### config.mk
export PLATFORM = sky130hd
export DESIGN_NAME = gpio_in_filt_flat
export DESIGN_NICKNAME = d
export VERILOG_FILES = /design/src/rtl/gpio_in_filt_if.sv /design/src/rtl/gpio_in_filt.sv /design/src/flat_wrapper.sv
export SDC_FILE = /design/constraint.sdc
export NUM_CORES = 1
export LEC_CHECK = 0
export BUFFER_PORTS_ARGS = -buffer_cell sky130_fd_sc_hd__buf_2
export CAP_MARGIN = 20
export CORE_MARGIN = 3
export CORE_UTILIZATION = 40
export CTS_BUF_LIST = sky130_fd_sc_hd__clkbuf_8
export DETAILED_ROUTE_END_ITERATION = 10
export GPL_ROUTABILITY_DRIVEN = 0
export HOLD_SLACK_MARGIN = 0.05
export PLACE_DENSITY_LB_ADDON = 0.1
export SYNTH_ARGS = -nofsm -noshare
export SYNTH_HDL_FRONTEND = slang
export SYNTH_SLANG_ARGS = --single-unit
export TNS_END_PERCENT = 50
### constraint.sdc
create_clock -name mclk -period 16.93 [get_ports mclk]
set_clock_uncertainty 0.05 [all_clocks]
set_input_delay 3.386 -clock mclk [delete_from_list [all_inputs] [get_ports mclk]]
set_output_delay 3.386 -clock mclk [all_outputs]
set_load 0.005 [all_outputs]
### src/rtl/gpio_in_filt_if.sv
// gpio_in_filt_if: pad/config/result bundle for the GPIO input conditioning stage.
//   master : drives raw pad data and configuration, observes filtered data/events
//   slave  : the conditioning block
//   gpio_in_data             raw pads (async to mclk)
//   cfg_gpio_dir_sel         1 = output pin (events masked)
//   cfg_gpio_posedge_int_sel rising-edge event enable
//   cfg_gpio_negedge_int_sel falling-edge event enable
//   cfg_dbnc_div / _thr      debounce prescaler terminal count / tick threshold
//   gpio_filt_data           debounced levels
//   gpio_int_event           one-cycle edge events
//   dbnc_tick                prescaler tick
interface gpio_in_filt_if #(
   parameter int WD    = 32,
   parameter int DIV_W = 16
);
   logic [WD-1:0]    gpio_in_data;
   logic [WD-1:0]    cfg_gpio_dir_sel;
   logic [WD-1:0]    cfg_gpio_posedge_int_sel;
   logic [WD-1:0]    cfg_gpio_negedge_int_sel;
   logic [DIV_W-1:0] cfg_dbnc_div;
   logic [2:0]       cfg_dbnc_thr;
   logic [WD-1:0]    gpio_filt_data;
   logic [WD-1:0]    gpio_int_event;
   logic             dbnc_tick;

   modport master (
      output gpio_in_data, cfg_gpio_dir_sel, cfg_gpio_posedge_int_sel,
             cfg_gpio_negedge_int_sel, cfg_dbnc_div, cfg_dbnc_thr,
      input  gpio_filt_data, gpio_int_event, dbnc_tick
   );

   modport slave (
      input  gpio_in_data, cfg_gpio_dir_sel, cfg_gpio_posedge_int_sel,
             cfg_gpio_negedge_int_sel, cfg_dbnc_div, cfg_dbnc_thr,
      output gpio_filt_data, gpio_int_event, dbnc_tick
   );
endinterface

### src/rtl/gpio_in_filt.sv
// gpio_in_filt: double-synchronises WD raw GPIO pads to mclk, debounces each
// pin against a shared prescaler tick, and emits one-cycle edge events.
//   mclk     block clock
//   h_reset  asynchronous active-high reset
//   bus      gpio_in_filt_if.slave (pads, config, filtered data, events, tick)
// Optional feature: define GPIO_DBNC_EN to build the prescaler and per-pin
// stable counters. Without it the filter is transparent, dbnc_tick is 0 and
// cfg_dbnc_div / cfg_dbnc_thr are ignored.

// Per-pin slice: synchroniser, debounce filter, edge detector.
module gpio_in_filt_pin (
   input  logic       mclk,
   input  logic       h_reset,
   input  logic       pin_raw,
   input  logic       armed,
   input  logic       tick,
   input  logic [2:0] thr,
   input  logic       dir_sel,
   input  logic       pos_sel,
   input  logic       neg_sel,
   output logic       filt,
   output logic       evt
);
   logic sync1, sync2, filt_d, filt_nxt;
   logic rise, fall;

`ifdef GPIO_DBNC_EN
   logic [2:0] scnt, scnt_nxt;
   logic [3:0] scnt_inc;   // one bit wider so scnt==7 cannot wrap in the compare

   assign scnt_inc = {1'b0, scnt} + 4'd1;

   always_comb begin
      filt_nxt = filt;
      scnt_nxt = scnt;
      if (!armed || thr == 3'd0) begin
         filt_nxt = sync2;
         scnt_nxt = '0;
      end else if (sync2 == filt) begin
         scnt_nxt = '0;                 // glitch back restarts qualification
      end else if (tick) begin
         if (scnt_inc >= {1'b0, thr}) begin
            filt_nxt = sync2;
            scnt_nxt = '0;
         end else begin
            scnt_nxt = scnt_inc[2:0];
         end
      end
   end

   always_ff @(posedge mclk or posedge h_reset)
      if (h_reset) scnt <= '0;
      else         scnt <= scnt_nxt;
`else
   logic unused_dbnc;
   assign unused_dbnc = tick ^ (^thr);
   assign filt_nxt    = sync2;
`endif

   assign rise = filt & ~filt_d;
   assign fall = ~filt & filt_d;

   always_ff @(posedge mclk or posedge h_reset) begin
      if (h_reset) begin
         sync1  <= 1'b0;
         sync2  <= 1'b0;
         filt   <= 1'b0;
         filt_d <= 1'b0;
         evt    <= 1'b0;
      end else begin
         sync1  <= pin_raw;
         sync2  <= sync1;
         filt   <= filt_nxt;
         // While unarmed the delayed copy follows the same load as filt, so the
         // pad level picked up after reset never looks like an edge once armed.
         filt_d <= armed ? filt : filt_nxt;
         evt    <= armed & ((rise & pos_sel) | (fall & neg_sel)) & ~dir_sel;
      end
   end
endmodule

module gpio_in_filt #(
   parameter int WD    = 32,
   parameter int DIV_W = 16
) (
   input logic           mclk,
   input logic           h_reset,
   gpio_in_filt_if.slave bus
);
   typedef enum logic [1:0] {INIT0 = 2'd0, INIT1 = 2'd1, INIT2 = 2'd2, ARMED = 2'd3} arm_e;

   arm_e          arm_cnt;
   logic          armed;
   logic          tick;
   logic [2:0]    thr;
   logic [WD-1:0] filt_v, evt_v;

   // Arm sequencer: three bypass cycles after reset, then events enabled.
   always_ff @(posedge mclk or posedge h_reset) begin
      if (h_reset) begin
         arm_cnt <= INIT0;
         armed   <= 1'b0;
      end else begin
         case (arm_cnt)
            INIT0:   arm_cnt <= INIT1;
            INIT1:   arm_cnt <= INIT2;
            INIT2: begin
               arm_cnt <= ARMED;
               armed   <= 1'b1;
            end
            default: armed <= 1'b1;
         endcase
      end
   end

`ifdef GPIO_DBNC_EN
   logic [DIV_W-1:0] pcnt;

   // >= so that lowering the terminal count below pcnt wraps on the next cycle.
   // Gated by reset so the tick reads 0 while held in reset.
   assign tick = (pcnt >= bus.cfg_dbnc_div) & ~h_reset;
   assign thr  = bus.cfg_dbnc_thr;

   always_ff @(posedge mclk or posedge h_reset)
      if (h_reset)                     pcnt <= '0;
      else if (pcnt >= bus.cfg_dbnc_div) pcnt <= '0;
      else                             pcnt <= pcnt + DIV_W'(1);
`else
   logic unused_cfg;
   assign unused_cfg = (^bus.cfg_dbnc_div) ^ (^bus.cfg_dbnc_thr);
   assign tick       = 1'b0;
   assign thr        = 3'd0;
`endif

   for (genvar i = 0; i < WD; i++) begin : g_pin
      gpio_in_filt_pin u_pin (
         .mclk    (mclk),
         .h_reset (h_reset),
         .pin_raw (bus.gpio_in_data[i]),
         .armed   (armed),
         .tick    (tick),
         .thr     (thr),
         .dir_sel (bus.cfg_gpio_dir_sel[i]),
         .pos_sel (bus.cfg_gpio_posedge_int_sel[i]),
         .neg_sel (bus.cfg_gpio_negedge_int_sel[i]),
         .filt    (filt_v[i]),
         .evt     (evt_v[i])
      );
   end

   assign bus.gpio_filt_data = filt_v;
   assign bus.gpio_int_event = evt_v;
   assign bus.dbnc_tick      = tick;
endmodule

### src/flat_wrapper.sv
// flat-port wrapper written by rule: the top's interface ports become plain ports
module gpio_in_filt_flat 
#(
   parameter int WD    = 32,
   parameter int DIV_W = 16
)
  (mclk, h_reset, bus_gpio_in_data, bus_cfg_gpio_dir_sel, bus_cfg_gpio_posedge_int_sel, bus_cfg_gpio_negedge_int_sel, bus_cfg_dbnc_div, bus_cfg_dbnc_thr, bus_gpio_filt_data, bus_gpio_int_event, bus_dbnc_tick);
  gpio_in_filt_if #(.WD(WD), .DIV_W(DIV_W)) bus_i ();
  input logic mclk;
  input logic h_reset;
  input wire logic [$bits(bus_i.gpio_in_data)-1:0] bus_gpio_in_data;
  input wire logic [$bits(bus_i.cfg_gpio_dir_sel)-1:0] bus_cfg_gpio_dir_sel;
  input wire logic [$bits(bus_i.cfg_gpio_posedge_int_sel)-1:0] bus_cfg_gpio_posedge_int_sel;
  input wire logic [$bits(bus_i.cfg_gpio_negedge_int_sel)-1:0] bus_cfg_gpio_negedge_int_sel;
  input wire logic [$bits(bus_i.cfg_dbnc_div)-1:0] bus_cfg_dbnc_div;
  input wire logic [$bits(bus_i.cfg_dbnc_thr)-1:0] bus_cfg_dbnc_thr;
  output wire logic [$bits(bus_i.gpio_filt_data)-1:0] bus_gpio_filt_data;
  output wire logic [$bits(bus_i.gpio_int_event)-1:0] bus_gpio_int_event;
  output wire logic [$bits(bus_i.dbnc_tick)-1:0] bus_dbnc_tick;
  assign bus_i.gpio_in_data = bus_gpio_in_data;
  assign bus_i.cfg_gpio_dir_sel = bus_cfg_gpio_dir_sel;
  assign bus_i.cfg_gpio_posedge_int_sel = bus_cfg_gpio_posedge_int_sel;
  assign bus_i.cfg_gpio_negedge_int_sel = bus_cfg_gpio_negedge_int_sel;
  assign bus_i.cfg_dbnc_div = bus_cfg_dbnc_div;
  assign bus_i.cfg_dbnc_thr = bus_cfg_dbnc_thr;
  assign bus_gpio_filt_data = bus_i.gpio_filt_data;
  assign bus_gpio_int_event = bus_i.gpio_int_event;
  assign bus_dbnc_tick = bus_i.dbnc_tick;
  gpio_in_filt #(.WD(WD), .DIV_W(DIV_W)) u_core (.mclk(mclk), .h_reset(h_reset), .bus(bus_i));
endmodule
==> Yosys cells after proc, flatten, opt, wreduce, memory -nomap -nowiden <==
Cells that the tools add are included.
{ "totals": {"reg_bits": 163, "latch_bits": 0, "ram_bits": 0, "rom_bits": 0, "input_bits": 149, "output_inout_bits": 65, "wordCells": 520, "memories": 0} }
{ "classes": {"n_addsub": 0, "mul": 0, "div_mod_pow": 0, "n_lt_le_gt_ge": 0, "n_eq_ne": 2, "shifts": 0, "n_mux": 33, "bitwise_logic": 320, "reduce_logical": 3} }
{ "ops": {"columns": ["op", "n"], "rows": [
  ["1-bit AND", 192],
  ["1-bit inverter", 96],
  ["1-bit two-way mux", 32],
  ["1-bit OR", 32],
  ["2-bit case mux with 3 select lines", 1],
  ["3-bit nonzero test", 1],
  ["2-bit by 1-bit equality test with 1-bit output (second input constant)", 1],
  ["2-bit equality test (second input constant)", 1],
  ["2-bit logical NOT", 1],
  ["2-bit OR reduction", 1]
]} }

==> Longest topological paths before layout <==
{ "depth": {"ltp_word": 6, "depth_mapped": 4, "depth_no_buf": 3} }

==> Modules after synthesis <==
Synthesis repeated with hierarchy kept, for this count alone.
{ "hier_totals": {"cells_unflattened": 367, "area_unflattened_um2": 5625.4} }
{ "by_module_without_submodules": {"columns": ["module", "n_inst", "cells_per_inst", "area_each_um2", "seq_area_each_um2"], "rows": [
  ["gpio_in_filt_pin", 32, 11, 170.2, 125.1],
  ["gpio_in_filt", 1, 15, 180.2, 75.1]
]} }

==> Worst setup path before layout <==
Ideal clock, no wire load.
{ "synth_timing": {"path_kind": "register -> output", "start": "register u_core.g_pin[12].u_pin.filt", "end": "output port bus_gpio_filt_data[12]", "t_arrival_ns": 0.503, "required_ns": 13.494, "setup_slack_ns": 12.991, "path_stages_with_launch": 2, "n_path_buf": 1, "cell_sequence": "dfrtp_1 > buf_4"} }
{ "synth_rtl": {"columns": ["item", "line", "text"], "rows": [
  ["start: declaration", "gpio_in_filt.sv:21", "output logic filt,"],
  ["start signal: assignment", "gpio_in_filt.sv:73", "filt <= filt_nxt;"],
  ["end: declaration", "flat_wrapper.sv:17", "output wire logic [$bits(bus_i.gpio_filt_data)-1:0] bus_gpio_filt_data;"]
]} }
No word-level cell between the ends.

==> impl_metrics.json <==
{
  "syn_area_per_cell_um2": 14.8,
  "finalNetCount": 700,
  "vdd_drop_max_mv": 0.0529,
  "ys_types": 14,
  "num_vias": 3373,
  "pre_cts_slack_ns": 11.80,
  "cts.clk_slew.worst_paths_ns": 0.08,
  "worstPathRequired_ns": 17.33,
  "period_share_pct": 27.0,
  "worstPathCellList": "buf_2, inv_6, buf_4",
  "holdBufCountCts": 0,
  "syn_to_final_growth_pct": 17.6,
  "final_util_pct": 48.4,
  "stdcell_count": 743,
  "drv_slew": 0,
  "rsz0062_at_grt": "false",
  "setup_viol": 0,
  "viasPerCell": 4.54,
  "tns_ns": 0,
  "r2r_start": "u_core.armed$_DFFE_PP0N_",
  "die_w_um": 129,
  "reg2reg_setup_slack_ns": 15.20,
  "place_area_um2": 6700,
  "crit_arrival_ns": 4.98,
  "dp_hpwl_mm": 7.06,
  "yosys_warnings": 0,
  "syn_nets": 559,
  "synth-seq-cells": 163,
  "postRouteAntennaNets": 0,
  "status": "completed",
  "max_slew.worst_pin.slew_ns": 1.04,
  "r2r-end": "u_core.g_pin[10].u_pin.filt_d$_DFF_PP0_",
  "drt_pre_antenna_iters": 4,
  "boundaryPins": 214,
  "crit_path_end_kind": "async pin",
  "rows": 44,
  "clockBufferDepth": 2,
  "drt_wl_total_mm": 10.5,
  "final_area_um2": 7090,
  "hold_class": "reg -> reg",
  "drc_errors": 0,
  "power.leakage_nw": 3.60,
  "clock_sinks": 163,
  "clock.fmax_mhz": 218,
  "netlist_area_um2": 6030,
  "die-area_um2": 16600,
  "report.final.hold_viol_count": 0,
  "wl_per_cell_um": 14.1,
  "core_um2": 14600,
  "grt_pass1_vias": 3463,
  "grt_max_degree": 97,
  "seq_area_frac_synth_pct": 67.7,
  "fp.dieH_um": 129,
  "synth_top_cell_area_share_pct": 67.7,
  "hold-worst-slack_ns": 0.294,
  "clk_latency_ns": 0.43,
  "postCtsSetupBuffers": 0,
  "dp_cells": 712,
  "critPathMaxFanout": 96,
  "cts_root_buf": "clkbuf_8",
  "max_stage_delay_ns": 0.77,
  "multi_input_area_um2": 1390,
  "numCtsBuffers": 17,
  "power_mw": 0.741,
  "powerDensity_nw_per_um2": 105,
  "portBuffers": 193,
  "endpoint": "u_core.g_pin[27].u_pin.sync1$_DFF_PP0_",
  "syn_inst": 406,
  "cpMaxStageDelayCell": "buf_4",
  "drive_above_1_share_pct": 46.0,
  "antenna_found_initial": 1,
  "worstHoldPathCells": 0,
  "path_class": "in -> async",
  "cts_tree": "built",
  "num-fill-cells": 1329,
  "grt_overflow_total": 0,
  "netlist_top_cells_area": "dfrtp_1 68%, buf_4 8.2%, nand3b_1 8.0%, mux2_4 7.2%, nand2b_1 3.3%",
  "yosys.area.top_type": "dfrtp_1",
  "startpoint": "h_reset",
  "grt_pass1_wl_mm": 16.9,
  "seqCellArea_um2": 4080,
  "drt_iter0_drc": 139,
  "slew_headroom_pct": 31.0,
  "diodes": 0,
  "post_cts_resized": 0,
  "reg2reg_depth": 1,
  "grtUsageTotal_pct": 13.2,
  "h-tree-depth": 4,
  "layout_setup_ws_ns": 12.35,
  "start_util_pct": 41.2,
  "crit_path_start_kind": "input pin",
  "cap_violations": 0,
  "period_needed_ns": 4.58
}
## cell usage after synthesis (all sizes together)
cell and number:
buf 72, a21oi 32, o21bai 1, conb 1
nand3b 64, nand2b 32, ha 4, inv 3
mux2 33, mux2i 1, dfrtp 163
## state kept, by name, indices dropped and copies added (netlist names)
register,cells
u_core.g_pin.u_pin.evt,32
u_core.g_pin.u_pin.filt,32
u_core.g_pin.u_pin.filt_d,32
u_core.g_pin.u_pin.filt_nxt,32
u_core.g_pin.u_pin.sync1,32
u_core.arm_cnt,2
u_core.armed,1
## cell usage in the layout, fill, tap and decap left out
cell	count
a21oi_1	32
buf_2	193
buf_4	1
bufinv_16	3
clkbuf_8	18
clkinv_2	4
clkinv_4	1
clkinvlp_4	2
conb_1	1
dfrtp_1	162
dfrtp_4	1
ha_1	4
inv_1	5
inv_6	1
mux2_2	4
mux2_4	29
mux2i_1	1
nand2b_1	32
nand3b_1	64
o21bai_1	1
## worst min path at each step
stage | from | endpoint | slack (ns)
finish | u_core.g_pin[27].u_pin.sync1$_DFF_PP0_ | u_core.g_pin[27].u_pin.filt_nxt$_DFF_PP0_ | 0.29
global route | u_core.g_pin[8].u_pin.sync1$_DFF_PP0_ | u_core.g_pin[8].u_pin.filt_nxt$_DFF_PP0_ | 0.30
CTS | u_core.g_pin[8].u_pin.sync1$_DFF_PP0_ | u_core.g_pin[8].u_pin.filt_nxt$_DFF_PP0_ | 0.30
detailed placement | u_core.g_pin[0].u_pin.sync1$_DFF_PP0_ | u_core.g_pin[0].u_pin.filt_nxt$_DFF_PP0_ | 0.28
global placement | u_core.g_pin[20].u_pin.sync1$_DFF_PP0_ | u_core.g_pin[20].u_pin.filt_nxt$_DFF_PP0_ | 0.28
floorplan | u_core.g_pin[0].u_pin.sync1$_DFF_PP0_ | u_core.g_pin[0].u_pin.filt_nxt$_DFF_PP0_ | 0.28
## area by class of cell
cell class / count / share of cell area (%)
tap: 184 / 3.25
clock inverter: 13 / 2.05
clock buffer: 18 / 3.50
multi-input combinational: 168 / 19.6
timing repair buffer: 194 / 13.7
sequential: 163 / 57.6
inverter: 3 / 0.229
## critical path: cells and delay by family
family                 cells  cell delay (ns)
buffers and inverters      3             1.42
## report_power, final
group          total [mW]  switching (mW)  internal, mW
logic              0.0458          0.0190        0.0268
registers           0.417         0.00942         0.408
clock network       0.278           0.131         0.146
total               0.741           0.160         0.581
## kinds of logic after synthesis
logic type	share of synthesized area, %
adders and majority gates	0.830
DFF	67.7
AOI/OAI and AO/OA	2.78
muxes	8.14
other	0.0622
buffers and inverters	9.22
and+or+nand+nor	11.3
## metal layers
layer  GRT usage, %  routed length [µm]
met1           16.4                4300
met2           20.5                5190
met3           4.94                 729
met4           6.24                 256
met5              0                  13
Note: power is estimated with default switching activity, not from simulation.
